===== src/rtl/hd_demux3_pkg.sv =====
// Shared types and helpers for the 1:3 demux with per-lane buffering.
// Lane select encoding matches the 3:1 select mux of the HD cell set.
package hd_demux3_pkg;

  typedef logic [1:0] lane_t;

  localparam lane_t LANE0 = 2'd0;
  localparam lane_t LANE1 = 2'd1;
  localparam lane_t LANE2 = 2'd2;

  // SL1 dominates, so SL0 is a don't-care whenever lane 2 is selected.
  function automatic lane_t sel_to_lane(input logic sl1, input logic sl0);
    if (sl1)
      return LANE2;
    else if (sl0)
      return LANE1;
    else
      return LANE0;
  endfunction

  function automatic int ptr_w(input int depth);
    return $clog2(depth);
  endfunction

endpackage


===== src/rtl/hd_demux3_lane_fifo.sv =====
// One output lane: DEPTH-entry FIFO with valid/ready on both sides,
// zero-forced output data and a saturating accepted-transfer counter.
module hd_demux3_lane_fifo
  import hd_demux3_pkg::*;
#(
  parameter int W     = 8,
  parameter int DEPTH = 2,
  parameter int CW    = 8
) (
  input  logic          clk,
  input  logic          rst_n,
  input  logic          push,
  input  logic [W-1:0]  din,
  output logic          full,
  output logic [W-1:0]  z,
  output logic          z_vld,
  input  logic          z_rdy,
  input  logic          clr,
  output logic [CW-1:0] cnt
);

  localparam int PW = ptr_w(DEPTH);
  localparam logic [PW:0] FULL_OCC = (PW + 1)'(DEPTH);

  logic [W-1:0]  mem [DEPTH];
  logic [PW-1:0] wp;
  logic [PW-1:0] rp;
  logic [PW:0]   occ;
  logic          pop;

  assign full  = (occ == FULL_OCC);
  assign z_vld = (occ != '0);
  assign pop   = z_vld & z_rdy;
  assign z     = z_vld ? mem[rp] : '0;

  // Storage is not reset; occupancy alone decides what is visible.
  always_ff @(posedge clk) begin
    if (push)
      mem[wp] <= din;
  end

  always_ff @(posedge clk or negedge rst_n) begin
    if (!rst_n) begin
      wp  <= '0;
      rp  <= '0;
      occ <= '0;
    end else begin
      if (push)
        wp <= wp + 1'b1;
      if (pop)
        rp <= rp + 1'b1;
      case ({push, pop})
        2'b10:   occ <= occ + 1'b1;
        2'b01:   occ <= occ - 1'b1;
        default: occ <= occ;
      endcase
    end
  end

  // Clear wins over a same-cycle accept; the count sticks at all-ones.
  always_ff @(posedge clk or negedge rst_n) begin
    if (!rst_n)
      cnt <= '0;
    else if (clr)
      cnt <= '0;
    else if (push && (cnt != {CW{1'b1}}))
      cnt <= cnt + 1'b1;
  end

endmodule


===== src/rtl/hd_demux3_buf.sv =====
// Splits one time-multiplexed input stream into three buffered lanes,
// selected by SL1/SL0 with the same encoding as the 3:1 select mux.
module hd_demux3_buf
  import hd_demux3_pkg::*;
#(
  parameter int W     = 8,
  parameter int DEPTH = 2,
  parameter int CW    = 8
) (
  input  logic          CK,
  input  logic          RN,
  input  logic [W-1:0]  A,
  input  logic          A_VLD,
  output logic          A_RDY,
  input  logic          SL0,
  input  logic          SL1,
  output logic [W-1:0]  Z0,
  output logic [W-1:0]  Z1,
  output logic [W-1:0]  Z2,
  output logic          Z0_VLD,
  output logic          Z1_VLD,
  output logic          Z2_VLD,
  input  logic          Z0_RDY,
  input  logic          Z1_RDY,
  input  logic          Z2_RDY,
  input  logic          CLR,
  output logic [CW-1:0] CNT0,
  output logic [CW-1:0] CNT1,
  output logic [CW-1:0] CNT2
);

  lane_t      sel;
  logic [2:0] full;
  logic [2:0] push;

  assign sel = sel_to_lane(SL1, SL0);

  // Ready depends only on the selected lane's registered fullness, never on
  // downstream ready, so a pop does not open space until the next cycle.
  always_comb begin
    A_RDY = 1'b0;
    case (sel)
      LANE0:   A_RDY = !full[0];
      LANE1:   A_RDY = !full[1];
      default: A_RDY = !full[2];
    endcase
  end

  assign push[0] = A_VLD & A_RDY & (sel == LANE0);
  assign push[1] = A_VLD & A_RDY & (sel == LANE1);
  assign push[2] = A_VLD & A_RDY & (sel == LANE2);

  hd_demux3_lane_fifo #(.W(W), .DEPTH(DEPTH), .CW(CW)) u_lane0 (
    .clk(CK), .rst_n(RN), .push(push[0]), .din(A), .full(full[0]),
    .z(Z0), .z_vld(Z0_VLD), .z_rdy(Z0_RDY), .clr(CLR), .cnt(CNT0)
  );

  hd_demux3_lane_fifo #(.W(W), .DEPTH(DEPTH), .CW(CW)) u_lane1 (
    .clk(CK), .rst_n(RN), .push(push[1]), .din(A), .full(full[1]),
    .z(Z1), .z_vld(Z1_VLD), .z_rdy(Z1_RDY), .clr(CLR), .cnt(CNT1)
  );

  hd_demux3_lane_fifo #(.W(W), .DEPTH(DEPTH), .CW(CW)) u_lane2 (
    .clk(CK), .rst_n(RN), .push(push[2]), .din(A), .full(full[2]),
    .z(Z2), .z_vld(Z2_VLD), .z_rdy(Z2_RDY), .clr(CLR), .cnt(CNT2)
  );

  a_sel_known: assert property (@(posedge CK) disable iff (!RN)
    A_VLD |-> !$isunknown({SL1, SL0}));

endmodule


===== config.mk =====
export PLATFORM = sky130hd
export DESIGN_NAME = hd_demux3_buf
export DESIGN_NICKNAME = d
export VERILOG_FILES = /design/src/rtl/hd_demux3_pkg.sv /design/src/rtl/hd_demux3_lane_fifo.sv /design/src/rtl/hd_demux3_buf.sv
export SDC_FILE = /design/constraint.sdc
export NUM_CORES = 1
export LEC_CHECK = 0
export CAP_MARGIN = 40
export CORE_UTILIZATION = 43
export CTS_CLUSTER_SIZE = 8
export DETAILED_ROUTE_END_ITERATION = 6
export PLACE_DENSITY = 0.7
export SKIP_CTS_REPAIR_TIMING = 1
export SLEW_MARGIN = 30
export SYNTH_ARGS = -nofsm -noshare
export SYNTH_HDL_FRONTEND = slang
export SYNTH_SLANG_ARGS = --single-unit

===== constraint.sdc =====
create_clock -name CK -period 1.89 [get_ports CK]
set_input_delay 0.567 -clock CK [delete_from_list [all_inputs] [get_ports CK]]
set_output_delay 0.567 -clock CK [all_outputs]
set_load 0.005 [all_outputs]

* After elaboration in Yosys (flattened, before gate mapping)
Memories as Yosys holds them, arrays and structs flattened.
Index checks and enable logic that the tools add are counted.
** Cells by class
- $add $sub $neg :: 15
- Equal/unequal tests :: 14
- Mux-type cells :: 21
- Bitwise logic cells :: 7
- Reduce and logical (&&, ||, !) cells :: 16
** Operators by type and width (number)
- 8-bit two-way mux :: 9
- 8-bit by 1-bit adder with 8-bit output (second input constant) :: 3
- 8-bit != test (second input constant) :: 3
- 2-bit nonzero test :: 9
- 2-bit == test (second input constant) :: 7
- 2-bit case mux with 2 select lines :: 3
- 2-bit by 1-bit == test with 1-bit output (second input constant) :: 4
- 1-bit bitwise AND :: 7
- 1-bit two-way mux :: 7
- 1-bit adder (second input constant) :: 6
- 2-bit by 1-bit adder with 2-bit output (second input constant) :: 3
- 2-bit by 1-bit subtractor with 2-bit output (second input constant) :: 3
- 1-bit logical AND :: 3
- 1-bit zero test :: 3
- 2-bit zero test :: 1
- 2-bit two-way mux :: 1
- 1-bit case mux with 2 select lines :: 1
** Storage, ports and cells
- Bits in registers :: 36
- RAM bits :: 48
- Input bits :: 17
- Output and inout bits :: 52
- Word-level logic and storage cells :: 88
- Memories :: 3
** Memory list
- u_lane0.mem :: depth 2, bits a word 8, rd ports 1, clocked after memory_dff 0, wr ports 1, RTL line hd_demux3_lane_fifo.sv:25 : logic [W-1:0] mem [DEPTH];
- u_lane1.mem :: depth 2, bits a word 8, rd ports 1, clocked after memory_dff 0, wr ports 1, RTL line hd_demux3_lane_fifo.sv:25
- u_lane2.mem :: depth 2, bits a word 8, rd ports 1, clocked after memory_dff 0, wr ports 1, RTL line hd_demux3_lane_fifo.sv:25

* Logic depth before layout (Yosys ltp)
- Word-level depth :: 9
- Gate-level depth with buffers :: 8
- Gate-level depth less buffers :: 7

* Modules after synthesis
From an unflattened synthesis, not the netlist that was laid out.
** Unflattened totals
- Cells, all modules :: 294
- Area, all modules :: 3722.3 um^2
** Modules (own cells, without submodules)
- hd_demux3_lane_fifo :: instances 3, cells an instance 96, area an instance 1224.9 um^2, sequential area each 780.7 um^2
- hd_demux3_buf :: instances 1, cells an instance 6, area an instance 47.5 um^2, sequential area each 0.0 um^2

* Least setup slack after synthesis
Ideal clock, no wire load.
- Kind :: input -> register
- Start :: input SL1
- End :: memory u_lane0.mem[1][0] (enable)
- Setup time :: 0.370 ns
- Data arrival time :: 1.670 ns
- Data required time :: 1.520 ns
- Path slack :: -0.150 ns
- Stages on the path :: 5
- Path buffers :: 1
- Cell sequence :: nand2b_1 > nor3_2 > inv_2 > clkbuf_1 > nor2_1
** Between the ends
- Word-level cells in the longest chain between the ends :: 7
- Elaborated cells on any way between the ends :: 8
- Classes of those cells :: eq/ne: 1; mux: 4; bitwise: 2; reduce/logical: 1
** RTL lines
- from (decl) :: RTL line hd_demux3_buf.sv:16 : input logic SL1,
- 2-bit two-way mux (*) :: RTL line hd_demux3_pkg.sv:13 : if (sl1)
- 2-bit by 1-bit == test with 1-bit output / 2-bit zero test (equally long branches) :: RTL line hd_demux3_buf.sv:42, hd_demux3_buf.sv:49
- 1-bit case mux with 2 select lines :: RTL line hd_demux3_buf.sv:42 : case (sel)
- 1-bit bitwise AND :: RTL line hd_demux3_buf.sv:49 : assign push[0] = A_VLD & A_RDY & (sel == LANE0);
- 1-bit bitwise AND (*) :: RTL line hd_demux3_buf.sv:49
- 1-bit two-way mux (*) :: RTL line hd_demux3_lane_fifo.sv:38 : if (push)
- 1-bit two-way mux (not written as such) (*) :: RTL line hd_demux3_lane_fifo.sv:39 : mem[wp] <= din;
- to (decl) :: RTL line hd_demux3_lane_fifo.sv:25
Every way passes the cells marked *; elsewhere a longest branch is shown, timed or not.

* Worst setup path after layout
- Start :: register u_lane0.occ[1]
- End :: output Z0[0]
** Between the ends
- Word-level cells in the longest chain between the ends :: 2
** RTL lines
- from (decl) :: RTL line hd_demux3_lane_fifo.sv:28 : logic [PW:0] occ;
- from (signal assigned) :: RTL line hd_demux3_lane_fifo.sv:53 : 2'b10: occ <= occ + 1'b1;
- from (signal assigned) :: RTL line hd_demux3_lane_fifo.sv:54 : 2'b01: occ <= occ - 1'b1;
- 2-bit nonzero test :: RTL line hd_demux3_lane_fifo.sv:32 : assign z_vld = (occ != '0);
- 8-bit two-way mux :: RTL line hd_demux3_lane_fifo.sv:34 : assign z = z_vld ? mem[rp] : '0;
- to (decl) :: RTL line hd_demux3_buf.sv:17 : output logic [W-1:0] Z0,
Every way passes these cells.

==> reports/metrics.yaml <==
outcome:
  status: "finished, violations left"
  failed_checks: "negative setup slack"
clocking:
  htreeDepth: 3
  path_clk_slew_ps: 90
  clk_latency_ps: 350
  cts_made_buffers: 9
  cts_root_buf: "clkbuf_8"
  cts_tree: "built"
  numClockSinks: 84
  clock_path_buffers: 2
die:
  die_w_um: 95.2
  coreArea_um2: 8300
  die-height_um: 95.2
  ios: 69
  dieArea_um2: 9060
  rows: 33
  start_util_pct: 45.0
timing:
  fmax_ghz: 0.477
  timing.hold.ws_ps: 246
  worst_pin_slew_ps: 494
  slew_headroom_pct: 67.1
  finalSetupTns_ps: -1840
  final_max_slew_viol_count: 0
  period_minus_slack_ps: 2100
  fin_skew_ps: 7.97
  hold_viol_final: 0
  setup_viol: 16
  rsz0062_at_grt: "true"
  fin_crit_sh_pct: 111
  setup_slack_ps: -207
synthesis:
  yosys.cell_types.count: 39
  synthCells: 302
  synth-edff-count: 48
  synth_ff_type: "edfxtp_1"
  yosysWarningCount: 0
  synth_area_per_cell_um2: 12.4
  synth_area_leader_cell: "edfxtp_1"
  netlist_area_um2: 3730
  synth_top_area_share_pct: 38.6
  synthArstFlopShare_pct: 42.9
  ys_seq_area_share_pct: 62.7
  syn-num-nets: 324
  synth.area.top_cells: "edfxtp_1 39%, dfrtp_1 24%, mux2i_1 7.0%"
  synth-seq-cells: 84
placement:
  dp_slack_ps: -704
  place_inst: 505
  gp_congestion: 0.835
  io_buffers: 68
  dp_hpwl_mm: 5.15
drt:
  dr.first_iter.drc_count: 95
  routedWlPerCell_um: 14.9
  ant_nets: 0
  dr.pass1.iters: 4
  drc: 0
  vias: 2891
  routed_wl_mm: 8.42
  via_per_inst: 5.10
critical_path:
  worstPathRequired_ps: 1320
  end_kind: "primary output"
  path_cells: "buf_6, nor2_4, buf_4, buf_6, buf_6, buf_8, nor2_2, buf_2"
  critPathArrivalTime_ps: 1530
  cpMaxStageDelayCell: "dfrtp_1"
  worstSetupPathType: "reg2out"
  max_stage_delay_ps: 370
  crit_fanout: 5
  critPathLaunchType: "register"
  path_common_cell: "buf_6"
power:
  switchingPower_w: 0.00180
  seqPwrFrac_pct: 40.2
  p_int_w: 0.00400
  p_clk_share_pct: 19.6
  powerDensity_nw_per_um2: 1060
  combPwrFrac_pct: 40.2
  p_sw_share_pct: 31.0
  p_leak_nw: 2.39
  ir_drop_v: 0.000450
global_routing:
  antenna_found_initial: 0
  overflow: 0
  grt_max_degree: 37
  grt_pass1_wl_mm: 12.2
  gr-usage-all-layers_pct: 17.9
  grt_pass1_vias: 2513
finish:
  fin_util_pct: 66.1
  finalNetCount: 479
  antennaDiodeCount: 0
  instances_no_fill: 567
  area_delta_synth_final_pct: 47.0
  drive_gt1_share_pct: 35.9
worst_hold_path:
  hold_class: "in2async"
job:
  maxCapViolCount: 0
==> cells by family after synthesis <==
| kind of cell | share of synthesized area (%) |
|---|---|
| AND/OR/NAND/NOR | 15.1 |
| flip-flops | 62.7 |
| AO/OA/AOI/OAI | 7.07 |
| multiplexers | 7.88 |
| buffers and inverters | 2.01 |
| XOR/XNOR | 3.52 |
| adder cells (fa/ha/maj) | 1.68 |
==> final timing paths <==
check                                from        endpoint  slack (ps)  depth (start not counted)
min reg2reg                    u_lane2.wp      u_lane2.wp         500                          1
max reg2reg                u_lane2.cnt[0]  u_lane2.cnt[5]          70                          7
min                                    RN  u_lane2.cnt[1]         250                          2
max in group asynchronous              RN  u_lane0.cnt[2]        1250                          2
max                        u_lane0.occ[1]           Z0[0]        -210                          8
min in group CK                u_lane2.wp      u_lane2.wp         500                          1
==> per-layer routing <==
metal,global-route usage (%),vias to the layer above,routed length (um)
li1,-,1417,-
met1,24.3,1386,3700
met2,28.7,81,4160
met3,3.67,7,464
met4,5.81,0,95
met5,0,-,0
==> sequential cells by signal (all words and copies together), names as in the netlist <==
signal,cells
u_lane0.mem,16
u_lane1.wp,1
u_lane0.rp,1
u_lane2.rp,1
u_lane2.wp,1
u_lane2.mem,16
u_lane0.occ,2
u_lane1.rp,1
u_lane1.cnt,8
u_lane2.cnt,8
u_lane2.occ,2
u_lane0.cnt,8
u_lane0.wp,1
u_lane1.mem,16
u_lane1.occ,2
==> through the flow <==
| step | total power, W | area (um^2) |
|---|---|---|
| 2_1_floorplan | 0.00319 | 3750 |
| 3_3_place_gp | 0.00419 | 4870 |
| 3_5_place_dp | 0.00425 | 4870 |
| 4_1_cts | 0.00538 | 5040 |
| 5_1_grt | 0.00612 | 5490 |
| 6_report | 0.00579 | 5490 |
==> synth_stat cells (7+ instances only) <==
cell type  count
xnor2_1       10
nor2b_1        9
mux2i_1       26
nor2_1        44
inv_1          7
dfrtp_1       36
nand2_1        8
nand3_1       11
clkbuf_1      10
a21oi_1       19
o31ai_1        7
edfxtp_1      48
==> power by group through the flow <==
stage | combinational, W | clock [W] | sequential (W)
after floorplan | 0.000888 | 0 | 0.00230
after global placement | 0.00181 | 0 | 0.00238
after detailed placement | 0.00185 | 0 | 0.00239
after CTS | 0.00186 | 0.00117 | 0.00236
after global routing | 0.00253 | 0.00124 | 0.00235
final | 0.00233 | 0.00114 | 0.00233
==> cell type report <==
cell class | instances | area, um^2
Fill cell | 612 | 2810
Clock inverter | 7 | 50.0
Sequential cell | 84 | 2350
Tap cell | 105 | 131
Timing Repair Buffer | 155 | 1360
Clock buffer | 9 | 124
Multi-Input combinational cell | 198 | 1440
Inverter | 9 | 33.8
==> worst max-delay path: cells and delay by family (launching register included) <==
family	cells	cell delay, ps
simple gates	2	120
flops	1	370
buf+inv	6	680
==> placed cells by master (no fill, tap or decap), types with 4 or more instances in the layout <==
master,Yosys,final
clkbuf_8,0,9
clkbuf_2,0,12
clkdlybuf4s50_1,0,31
xnor2_1,10,10
dfrtp_2,0,9
xor2_1,5,5
ha_1,5,5
o31ai_1,7,7
buf_12,0,4
buf_6,0,15
inv_1,7,7
nor2_2,0,11
or3_1,6,6
dfrtp_1,36,27
nand3_1,11,11
dlymetal6s2s_1,0,13
edfxtp_1,48,48
buf_2,0,13
nand2_1,8,8
nor2b_1,9,7
buf_4,0,66
mux2i_1,26,23
o21ai_0,6,6
nand3b_1,5,5
nor2_4,0,5
or4_1,6,6
nor2_1,44,28
a21oi_1,19,18
Note: power is estimated with default switching activity, not from simulation.
